### config.mk
export PLATFORM = sky130hd
export DESIGN_NAME = alu
export DESIGN_NICKNAME = d
export VERILOG_FILES = /design/src/rtl/alu.sv
export SDC_FILE = /design/constraint.sdc
export NUM_CORES = 1
export LEC_CHECK = 0
export CORE_MARGIN = 2
export CORE_UTILIZATION = 30
export CTS_BUF_LIST = sky130_fd_sc_hd__clkbuf_4 sky130_fd_sc_hd__clkbuf_8
export CTS_CLUSTER_DIAMETER = 120
export CTS_CLUSTER_SIZE = 14
export DETAILED_ROUTE_END_ITERATION = 8
export GPL_TIMING_DRIVEN = 0
export PLACE_DENSITY = 0.62
export RECOVER_POWER = 50
export SYNTH_ARGS = -nofsm -noshare
export SYNTH_HDL_FRONTEND = slang
export SYNTH_SLANG_ARGS = --single-unit
### constraint.sdc
create_clock -name clk -period 1 [get_ports clk]
set_clock_uncertainty 0.2 [all_clocks]
set_input_delay 0.2 -clock clk [delete_from_list [all_inputs] [get_ports clk]]
set_output_delay 0.2 -clock clk [all_outputs]
set_load 0.01 [all_outputs]
### src/rtl/alu.sv
// Registered 32-bit ALU with zero and signed-overflow flags, one-cycle latency.
// Define ALU_OVERFLOW_EN to build the overflow register; otherwise overflow is tied low.
module alu (
    input  logic        clk,
    input  logic        rst,
    input  logic [2:0]  ALU_operation,
    input  logic [31:0] A,
    input  logic [31:0] B,
    output logic [31:0] res,
    output logic        zero,
    output logic        overflow
);

    localparam int DATA_W = 32;

    localparam logic [2:0] OP_AND = 3'b000;
    localparam logic [2:0] OP_OR  = 3'b001;
    localparam logic [2:0] OP_ADD = 3'b010;
    localparam logic [2:0] OP_XOR = 3'b011;
    localparam logic [2:0] OP_NOR = 3'b100;
    localparam logic [2:0] OP_SRL = 3'b101;
    localparam logic [2:0] OP_SUB = 3'b110;
    localparam logic [2:0] OP_SLT = 3'b111;

    // Two's-complement overflow: operands agree in sign, result does not.
    function automatic logic add_ovf(input logic a_msb, input logic b_msb, input logic s_msb);
        return (a_msb == b_msb) && (s_msb != a_msb);
    endfunction

    function automatic logic sub_ovf(input logic a_msb, input logic b_msb, input logic d_msb);
        return (a_msb != b_msb) && (d_msb != a_msb);
    endfunction

    logic signed [DATA_W-1:0] a_s;
    logic signed [DATA_W-1:0] b_s;
    logic signed [DATA_W-1:0] sum_s;
    logic signed [DATA_W-1:0] diff_s;
    logic                     diff_ovf;
    logic                     slt_bit;
    logic        [DATA_W-1:0] res_nxt;

    assign a_s    = A;
    assign b_s    = B;
    assign sum_s  = a_s + b_s;
    assign diff_s = a_s - b_s;

    // Kept in every build: SLT depends on it regardless of the flag output.
    assign diff_ovf = sub_ovf(a_s[DATA_W-1], b_s[DATA_W-1], diff_s[DATA_W-1]);
    assign slt_bit  = diff_s[DATA_W-1] ^ diff_ovf;

    always_comb begin
        res_nxt = '0;
        unique case (ALU_operation)
            OP_AND:  res_nxt = A & B;
            OP_OR:   res_nxt = A | B;
            OP_ADD:  res_nxt = sum_s;
            OP_XOR:  res_nxt = A ^ B;
            OP_NOR:  res_nxt = ~(A | B);
            OP_SRL:  res_nxt = A >> B[4:0];
            OP_SUB:  res_nxt = diff_s;
            OP_SLT:  res_nxt = {{(DATA_W-1){1'b0}}, slt_bit};
            default: res_nxt = '0;
        endcase
    end

    // ---- stage p1: output registers ----
    logic [DATA_W-1:0] res_p1;
    logic              zero_p1;

    always_ff @(posedge clk or posedge rst) begin
        if (rst) begin
            res_p1  <= '0;
            zero_p1 <= 1'b1;
        end else begin
            res_p1  <= res_nxt;
            zero_p1 <= (res_nxt == '0);
        end
    end

    assign res  = res_p1;
    assign zero = zero_p1;

`ifdef ALU_OVERFLOW_EN
    logic ovf_nxt;
    logic ovf_p1;

    always_comb begin
        ovf_nxt = 1'b0;
        if (ALU_operation == OP_ADD)
            ovf_nxt = add_ovf(a_s[DATA_W-1], b_s[DATA_W-1], sum_s[DATA_W-1]);
        else if (ALU_operation == OP_SUB)
            ovf_nxt = diff_ovf;
    end

    always_ff @(posedge clk or posedge rst) begin
        if (rst)
            ovf_p1 <= 1'b0;
        else
            ovf_p1 <= ovf_nxt;
    end

    assign overflow = ovf_p1;
`else
    assign overflow = 1'b0;
`endif

endmodule

==> results.toml, run 1 <==
[grt]
grtUsageTotal_pct = 27.7
grt_first_pass_wirelength_mm = 64.2
grt.overflow.total = 0
antenna_found_initial = 0
grt_max_degree = 34
grt_pass1_vias = 10285

[clock_tree]
cts_max_level = 2
cts.clk_slew.worst_paths_ns = 0.08
cts_tree = "done"
holdBufCountCts = 0
cts_sinks = 33
cts_buffer_depth = 2
cts_root_buffer = "clkbuf_8"
cts-buffers-inserted = 5

[power]
p_per_area_mw_per_mm2 = 814
leakage_nw = 5.43
power_mw = 10.5
power_frac_comb_pct = 72.7
p_int_mw = 5.40
peakVddDrop_mv = 0.409
power_frac_seq_pct = 15.0
p_clk_share_pct = 12.3
netSwitchingPower_mw = 5.07
swShare_pct = 48.4

[detailed_routing]
drc_errors = 0
finalWirelength_mm = 44.4
antenna_left = 0
first_pass_iters = 6
vias = 10942
wire_per_inst_um = 25.1
routed_via_density = 6.18
initialDrtViolationCount = 1406

[synth]
synth-edff-count = 0
ys_warn_count = 0
syn_area_mm2 = 0.00866
synth_top_flop_cell = "dfrtp_1"
netlist-cell-type-count = 96
syn_nets = 1341
synth_cells = 1167
synth-async-reset-ratio_pct = 100
synth-seq-cells = 33
yosysSeqAreaShare_pct = 9.55
synth_area_per_cell_um2 = 7.42

[layout]
n_antenna_cell = 0
mostFrequentLayoutCells = "buf_4, nand2_1, nor2_1"
final_common_cell = "buf_4"
areaGrowthSynthToFinish_pct = 48.5
fin_area_mm2 = 0.0129
final_nets = 1560
fin_util_pct = 45.1
drive_above_1_share_pct = 36.8

[critical_path]
path_max_fanout = 6
cp-start-kind = "primary input"
arrival_ns = 5.43
cp-end-kind = "flip-flop"
cp_data_required_time_ns = 1.05
setup.worst_path.class = "in2reg"

[timing]
maxSlewViolCount = 0
period_needed_ns = 5.38
final-hold-violation-count = 25
relSlewSlack_pct = 38.1
worstMarginPinSlew_ns = 0.928
setup_violations = 66
fmax_ghz = 0.186
grt_setup_unrepaired = "yes"
fin_setup_tns_ns = -67.23
hold_slack_ns = -0.233
period_share_pct = 538
layout_setup_ws_ns = -4.38

[die]
die_h_um = 174
start_util_pct = 30.3
core_area_mm2 = 0.0285
die_w_um = 174
rows = 62
fp.dieArea_mm2 = 0.0302
ios = 103

[run_status]
outcome = "finished with violations"
violations = "hold timing, setup timing"

[place]
pre_cts_ws_ns = -6.20
placed_cell_area_mm2 = 0.0106
hpwl_mm = 32.6
place.gp.congestion = 1.03
port_buffers = 100

[flow_run]
max_cap_violations = 0

[min_path]
hp-class = "in2async"
[repair_timing]
item,CTS,global route
cloned,0,1
endpoints found under the setup margin,99,99
setup buffers,63,58
pin swaps,63,71
resized for setup,508,216
hold endpoints to repair,0,32
[path summary, 6_finish.rpt]
path / end / start / depth (start not counted) / slack (ns)
min in group clk: res[0] / B[4] / 3 / 0.03
max in group asynchronous: res[0] / rst / 3 / 0.08
hold / removal: res[15] / rst / 2 / -0.23
setup / recovery: zero / A[3] / 24 / -4.38
[power groups by stage]
stage	clock network [mW]	registers (mW)	logic [mW]
finish	1.29	1.58	7.61
global route	1.34	1.60	7.98
CTS	1.32	1.58	6.66
detailed placement	0	1.61	5.91
global placement	0	1.60	5.90
floorplan	0	1.72	3.60
[registers in the layout, summed over array words and instances (netlist names)]
name and cells:
res 32, zero 1
[metrics by stage]
step / hold slack (ns) / std cells
floorplan: -0.0658 / 1167
detailed placement: 0.557 / 1651
global route: -0.167 / 1771
finish: -0.233 / 1771
CTS: 0.0106 / 1715
global placement: 0.536 / 1651
[cells in the mapped netlist, types with 7 or more instances]
master       n  area (µm²)
o211ai_1    18         135
ha_1       102        1280
o2111ai_1    9        78.8
a21o_1      18         135
inv_1       96         360
buf_2       12        60.1
o31a_1       7        61.3
a211oi_1    15         113
o32a_1       7        70.1
or2_2        8        50.1
o21ai_0     52         260
o21ai_1      8        40.0
and2_1       7        43.8
and3_1       7        43.8
buf_1       11        41.3
nor4_1       8        50.1
a31oi_1     10        62.6
or3_1       10        62.6
a221oi_1    13         114
clkbuf_1    48         180
a22oi_1     10        75.1
nor2b_1     17         106
nand2_1    100         375
nand4_1     12        75.1
nor2_1     108         405
nand2b_1    16         100
mux2i_1     52         521
o21a_1      16         120
xnor2_1     11        96.3
a222oi_1    12         120
o22ai_1     16         100
o211a_1      7        70.1
a21oi_1     81         405
a221o_1      9        90.1
mux4_1       8         210
o221ai_1     8        70.1
mux4_2      11         248
dfrtp_1     32         801
nand3_1     23         115
nor3_1      32         160
o21bai_1    13        97.6
[per-layer routing]
layer | vias up | routed length [µm] | track usage (%)
li1 | 4805 | - | -
met2 | 727 | 20000 | 43.6
met1 | 5278 | 18100 | 37.9
met5 | - | 0 | 0
met4 | 0 | 2140 | 12.0
met3 | 132 | 4190 | 3.48
[cell families after synthesis]
kind of cell    Yosys count  synth area share (%)
other cells               1                0.0433
xor+xnor                 14                  1.42
fa+ha+maj               105                  15.4
buf+inv                 177                  8.61
simple gates            370                  20.5
compound gates          387                  31.8
flops                    33                  9.55
mux                      80                  12.7
[layout make-up]
class | count | area (µm²)
Multi-Input combinational cell | 957 | 8560
Inverter | 99 | 442
Clock buffer | 7 | 96.3
Timing Repair inverter | 1 | 5.00
Sequential cell | 33 | 827
Fill cell | 2888 | 15700
Buffer | 70 | 679
Timing Repair Buffer | 219 | 1760
Clock inverter | 1 | 5.00
Tap cell | 384 | 480
[critical path, stage by stage]
cell,delay [ns]
clkdlybuf4s15_2,0.28
inv_2,0.08
ha_4,0.26
nor2_4,0.17
a221oi_4,0.12
a211oi_4,0.33
o21ai_4,0.12
a21oi_4,0.22
o21a_1,0.20
a221oi_2,0.09
o21a_1,0.18
o21a_1,0.16
o21bai_1,0.20
a21oi_2,0.10
fa_2,0.38
o22ai_2,0.17
a22oi_2,0.10
a221oi_2,0.29
a21oi_2,0.12
a2111o_1,0.42
or4_4,0.49
nor4_4,0.26
nand4_1,0.26
nor3_2,0.20
No activity file was read; power rests on OpenSTA's default activity.
==> run 2, diff against run 1 <==
- PLACE_DENSITY: 0.62 -> 0.49
- SLEW_MARGIN: default -> 20
- clock period: 1 -> 6.7 ns (I/O delays scaled with it)
==> results.toml, run 2 (synthesis results as in run 1) <==
[grt]
grtUsageTotal_pct = 27.0
grt_pass1_vias = 9772
grt.overflow.total = 0
grt_max_degree = 22
antenna_found_initial = 0
grt_first_pass_wirelength_mm = 62.6

[detailed_routing]
met2WireLength_mm = 18.7
routed.top_layer = "met4"
wl_met3_mm = 3.87
first_pass_iters = 8
routed_via_density = 6.13
drc_errors = 0
antenna_left = 0
met1_length_mm = 18.3
vias = 10414
finalWirelength_mm = 42.2
initialDrtViolationCount = 1160
wire_per_inst_um = 24.9

[layout]
final_cells = 1698
drive_above_1_share_pct = 16.0
fin_area_mm2 = 0.0112
largest_reg_flops = 32
n_antenna_cell = 0
final_common_cell = "nor2_1"
nFillCells = 3062
areaGrowthSynthToFinish_pct = 29.6
mostFrequentLayoutCells = "nor2_1, nand2_1, inv_1"
final_nets = 1487

[power]
power_mw = 1.39
p_per_area_mw_per_mm2 = 124
peakVddDrop_mv = 0.0657
leakage_nw = 4.78

[timing]
period_share_pct = 97.6
final-hold-violation-count = 0
worstMarginPinSlew_ns = 1.38
period_needed_ns = 6.54
relSlewSlack_pct = 7.61
setup_violations = 0
maxSlewViolCount = 0
layout_setup_ws_ns = 0.158
fmax_ghz = 0.153

[place]
pre_cts_ws_ns = -2.76
hpwl_mm = 33.1
placed_cell_area_mm2 = 0.0102
placed_cells_incl_taps = 1652
port_buffers = 100
place.gp.congestion = 0.988

[critical_path]
arrival_ns = 6.61
cp-start-kind = "primary input"
crit_path_end = "zero"
path_max_fanout = 10
startpoint = "ALU_operation[2]"
cp-end-kind = "flip-flop"
cp_data_required_time_ns = 6.77
setup.worst_path.class = "in2reg"

[clock_tree]
cts.clk_slew.worst_paths_ns = 0.09
cts-buffers-inserted = 5
cts_buffer_depth = 2
cts_max_level = 2
cts_root_buffer = "clkbuf_8"
cts_sinks = 33
cts_tree = "done"
holdBufCountCts = 0

[die]
die_w_um = 174
start_util_pct = 30.3
core_area_mm2 = 0.0285
fp.dieArea_mm2 = 0.0302
die_h_um = 174
ios = 103
rows = 62

[run_status]
outcome = "finished, final reports clean"

[flow_run]
max_cap_violations = 0

[min_path]
hp-class = "in2async"
[run 2: changes by cell type in the layout (fill, tap and decap cells not counted), moves of 16 or more]
cell             previous run  this run
buf_4                     110        53
buf_6                      24         4
clkbuf_1                   15        34
dlygate4sd3_1               0        17
clkbuf_2                   32         6
buf_2                      34        11
inv_1                      61        84
clkdlybuf4s50_1            10        44
o21ai_0                    35        51
[run 2: report_power, final]
part,switching (mW),internal (mW)
Combinational,0.565,0.401
Clock,0.0992,0.0932
Sequential,0.00636,0.228
[run 2: worst max-delay path, cell delays in order]
cell and delay, ns:
clkdlybuf4s50_1 0.59, clkbuf_1 0.49, buf_2 0.40, clkbuf_1 0.54
clkbuf_1 0.68, buf_1 0.71, o32ai_1 0.20, nor2_1 0.21
o221ai_1 0.18, a2111o_1 0.48, nor4_4 0.39, nand4_1 0.23
nor3_2 0.15
[run 2: layer usage]
layer,track usage [%],vias up
li1,-,4653
met1,38.4,5090
met2,42.2,594
met3,3.70,77
met4,8.58,0
met5,0,-
[run 2: worst min path at each step]
| stage | from | endpoint | slack (ns) | cells after the start |
|---|---|---|---|---|
| floorplan | rst | res[0] | 1.27 | 1 |
| global placement | ALU_operation[0] | res[0] | 1.88 | 5 |
| detailed placement | rst | res[9] | 1.44 | 2 |
| CTS | rst | res[9] | 1.09 | 2 |
| global route | rst | res[9] | 1.34 | 2 |
| finish | rst | res[9] | 1.27 | 2 |
[run 2: through the flow]
step / util [%] / TNS (ns) / hold WS [ns]
after floorplan: - / 0 / 1.27
after global routing: 39.3 / -0.0313 / 1.34
after detailed placement: 35.6 / -4.75 / 1.44
after global placement: 35.5 / -5.02 / 1.88
after CTS: 37.9 / 0 / 1.09
final: 39.3 / 0 / 1.27
[run 2: final cells by class]
class                   instances  area (µm²)  area share (%)
well taps                     384         480            4.28
flip-flops and latches         33         827            7.36
multi-input cells             957        7610            67.8
clock buffers                   7        96.3           0.858
clock inverters                 1        5.00          0.0446
repair buffers                151        1400            12.5
plain buffers                  66         414            3.69
inverters                      99         392            3.49
[run 2: what timing repair did]
action                     4_1_cts  5_1_grt
gates resized for setup        153       95
gates cloned                     1        0
setup endpoints to repair        3        1
pin swaps                       28       33
buffers inserted                18       31
==> run 3, diff against run 2 <==
- MAX_ROUTING_LAYER: default -> met4
==> results.toml, run 3 (synthesis results as in run 1) <==
[run_status]
outcome = "finished with violations"
violations = "setup timing"

[place]
pre_cts_ws_ns = -2.86
placed_cells_incl_taps = 1653
place.gp.congestion = 0.981
hpwl_mm = 33.7
placed_cell_area_mm2 = 0.0102
port_buffers = 100

[timing]
grt_setup_unrepaired = "yes"
worstMarginPinSlew_ns = 1.33
layout_setup_ws_ns = -0.0283
setup_violations = 1
final-hold-violation-count = 0
maxSlewViolCount = 0
relSlewSlack_pct = 11.3
hold_slack_ns = 1.27
period_share_pct = 100
fmax_ghz = 0.149
fin_setup_tns_ns = -0.0283
period_needed_ns = 6.73

[die]
fp.dieArea_mm2 = 0.0302
die_w_um = 174
ios = 103
start_util_pct = 30.3
core_area_mm2 = 0.0285
die_h_um = 174
rows = 62

[clock_tree]
cts_sinks = 33
cts_root_buffer = "clkbuf_8"
cts_tree = "done"
cts.clk_slew.worst_paths_ns = 0.09
cts-buffers-inserted = 5
cts_buffer_depth = 2
cts_max_level = 2

[detailed_routing]
first_pass_iters = 5
initialDrtViolationCount = 1278
finalWirelength_mm = 42.3
wire_per_inst_um = 25.4
drc_errors = 0
vias = 10137
routed_via_density = 6.09
antenna_left = 0

[layout]
nFillCells = 3092
n_antenna_cell = 0
final_nets = 1453
final_cells = 1664
fin_util_pct = 37.1
areaGrowthSynthToFinish_pct = 22.3
drive_above_1_share_pct = 9.14
final_common_cell = "nor2_1"
fin_area_mm2 = 0.0106
largest_reg_flops = 32
mostFrequentLayoutCells = "nor2_1, nand2_1, inv_1"

[grt]
antenna_found_initial = 0
grt.overflow.total = 0
grtUsageTotal_pct = 28.2
grt_max_degree = 22
grt_pass1_vias = 9801
grt_first_pass_wirelength_mm = 62.9

[critical_path]
arrival_ns = 6.79
setup.worst_path.class = "in2reg"
cp-start-kind = "primary input"
path_max_fanout = 9
cp_data_required_time_ns = 6.76
cp-end-kind = "flip-flop"

[power]
power_frac_comb_pct = 67.6
p_clk_share_pct = 14.6
power_frac_seq_pct = 17.7
swShare_pct = 49.3
power_mw = 1.33
p_per_area_mw_per_mm2 = 125
p_int_mw = 0.672
netSwitchingPower_mw = 0.653
peakVddDrop_mv = 0.0650
leakage_nw = 4.48

[min_path]
hp-class = "in2async"

[flow_run]
max_cap_violations = 0
[run 3: power groups by stage]
stage / registers (mW) / logic [mW] / clock network, mW
after floorplan: 0.256 / 0.498 / 0
after detailed placement: 0.240 / 0.848 / 0
after global routing: 0.239 / 0.957 / 0.206
after CTS: 0.236 / 0.880 / 0.198
final: 0.235 / 0.896 / 0.194
after global placement: 0.240 / 0.852 / 0
[run 3: area by class of cell]
class	count	area, µm²	area share [%]
plain buffers	70	405	3.83
clock buffers	7	96.3	0.910
clock inverters	1	5.00	0.0473
inverters	99	384	3.63
multi-input cells	957	7290	68.8
flip-flops and latches	33	827	7.81
well taps	384	480	4.54
repair buffers	113	1100	10.4
[run 3: worst max-delay path, stage by stage]
cell and delay [ns]:
dlygate4sd2_1 0.28, clkbuf_8 0.18, clkinvlp_4 0.10, ha_1 0.28
buf_4 0.18, nor2_4 0.11, nand3_2 0.14, a211oi_4 0.32
o21ai_4 0.13, a21oi_4 0.21, o21a_1 0.20, a221oi_2 0.09
o21a_1 0.19, o21a_1 0.18, o21bai_1 0.15, a21oi_1 0.11
fa_2 0.38, o22ai_1 0.17, a22oi_1 0.13, a221oi_2 0.30
a21oi_2 0.12, a2111o_1 0.35, or4_4 0.47, nor4_4 0.30
nand4_1 0.23, nor3_2 0.15
[run 3: worst paths after layout]
path,start,end,slack [ns],cells past startpoint
min,rst,res[10],1.27,2
max in group asynchronous,rst,res[23],3.42,3
max,B[3],zero,-0.03,26
min in group clk,B[1],res[1],1.46,3
[run 3: repair_timing]
item	4_1_cts	5_1_grt
resized for setup	109	2
buffers inserted	10	0
endpoints found under the setup margin	3	1
cloned	1	0
hold buffers	0	0
pin swaps	14	0
[run 3: metal layers]
| layer | vias up | track usage [%] | wire, µm |
|---|---|---|---|
| li1 | 4585 | - | - |
| met1 | 4943 | 39.3 | 19200 |
| met2 | 529 | 42.4 | 18400 |
| met3 | 80 | 3.72 | 3440 |
| met4 | 0 | 8.40 | 1250 |
| met5 | - | - | 0 |
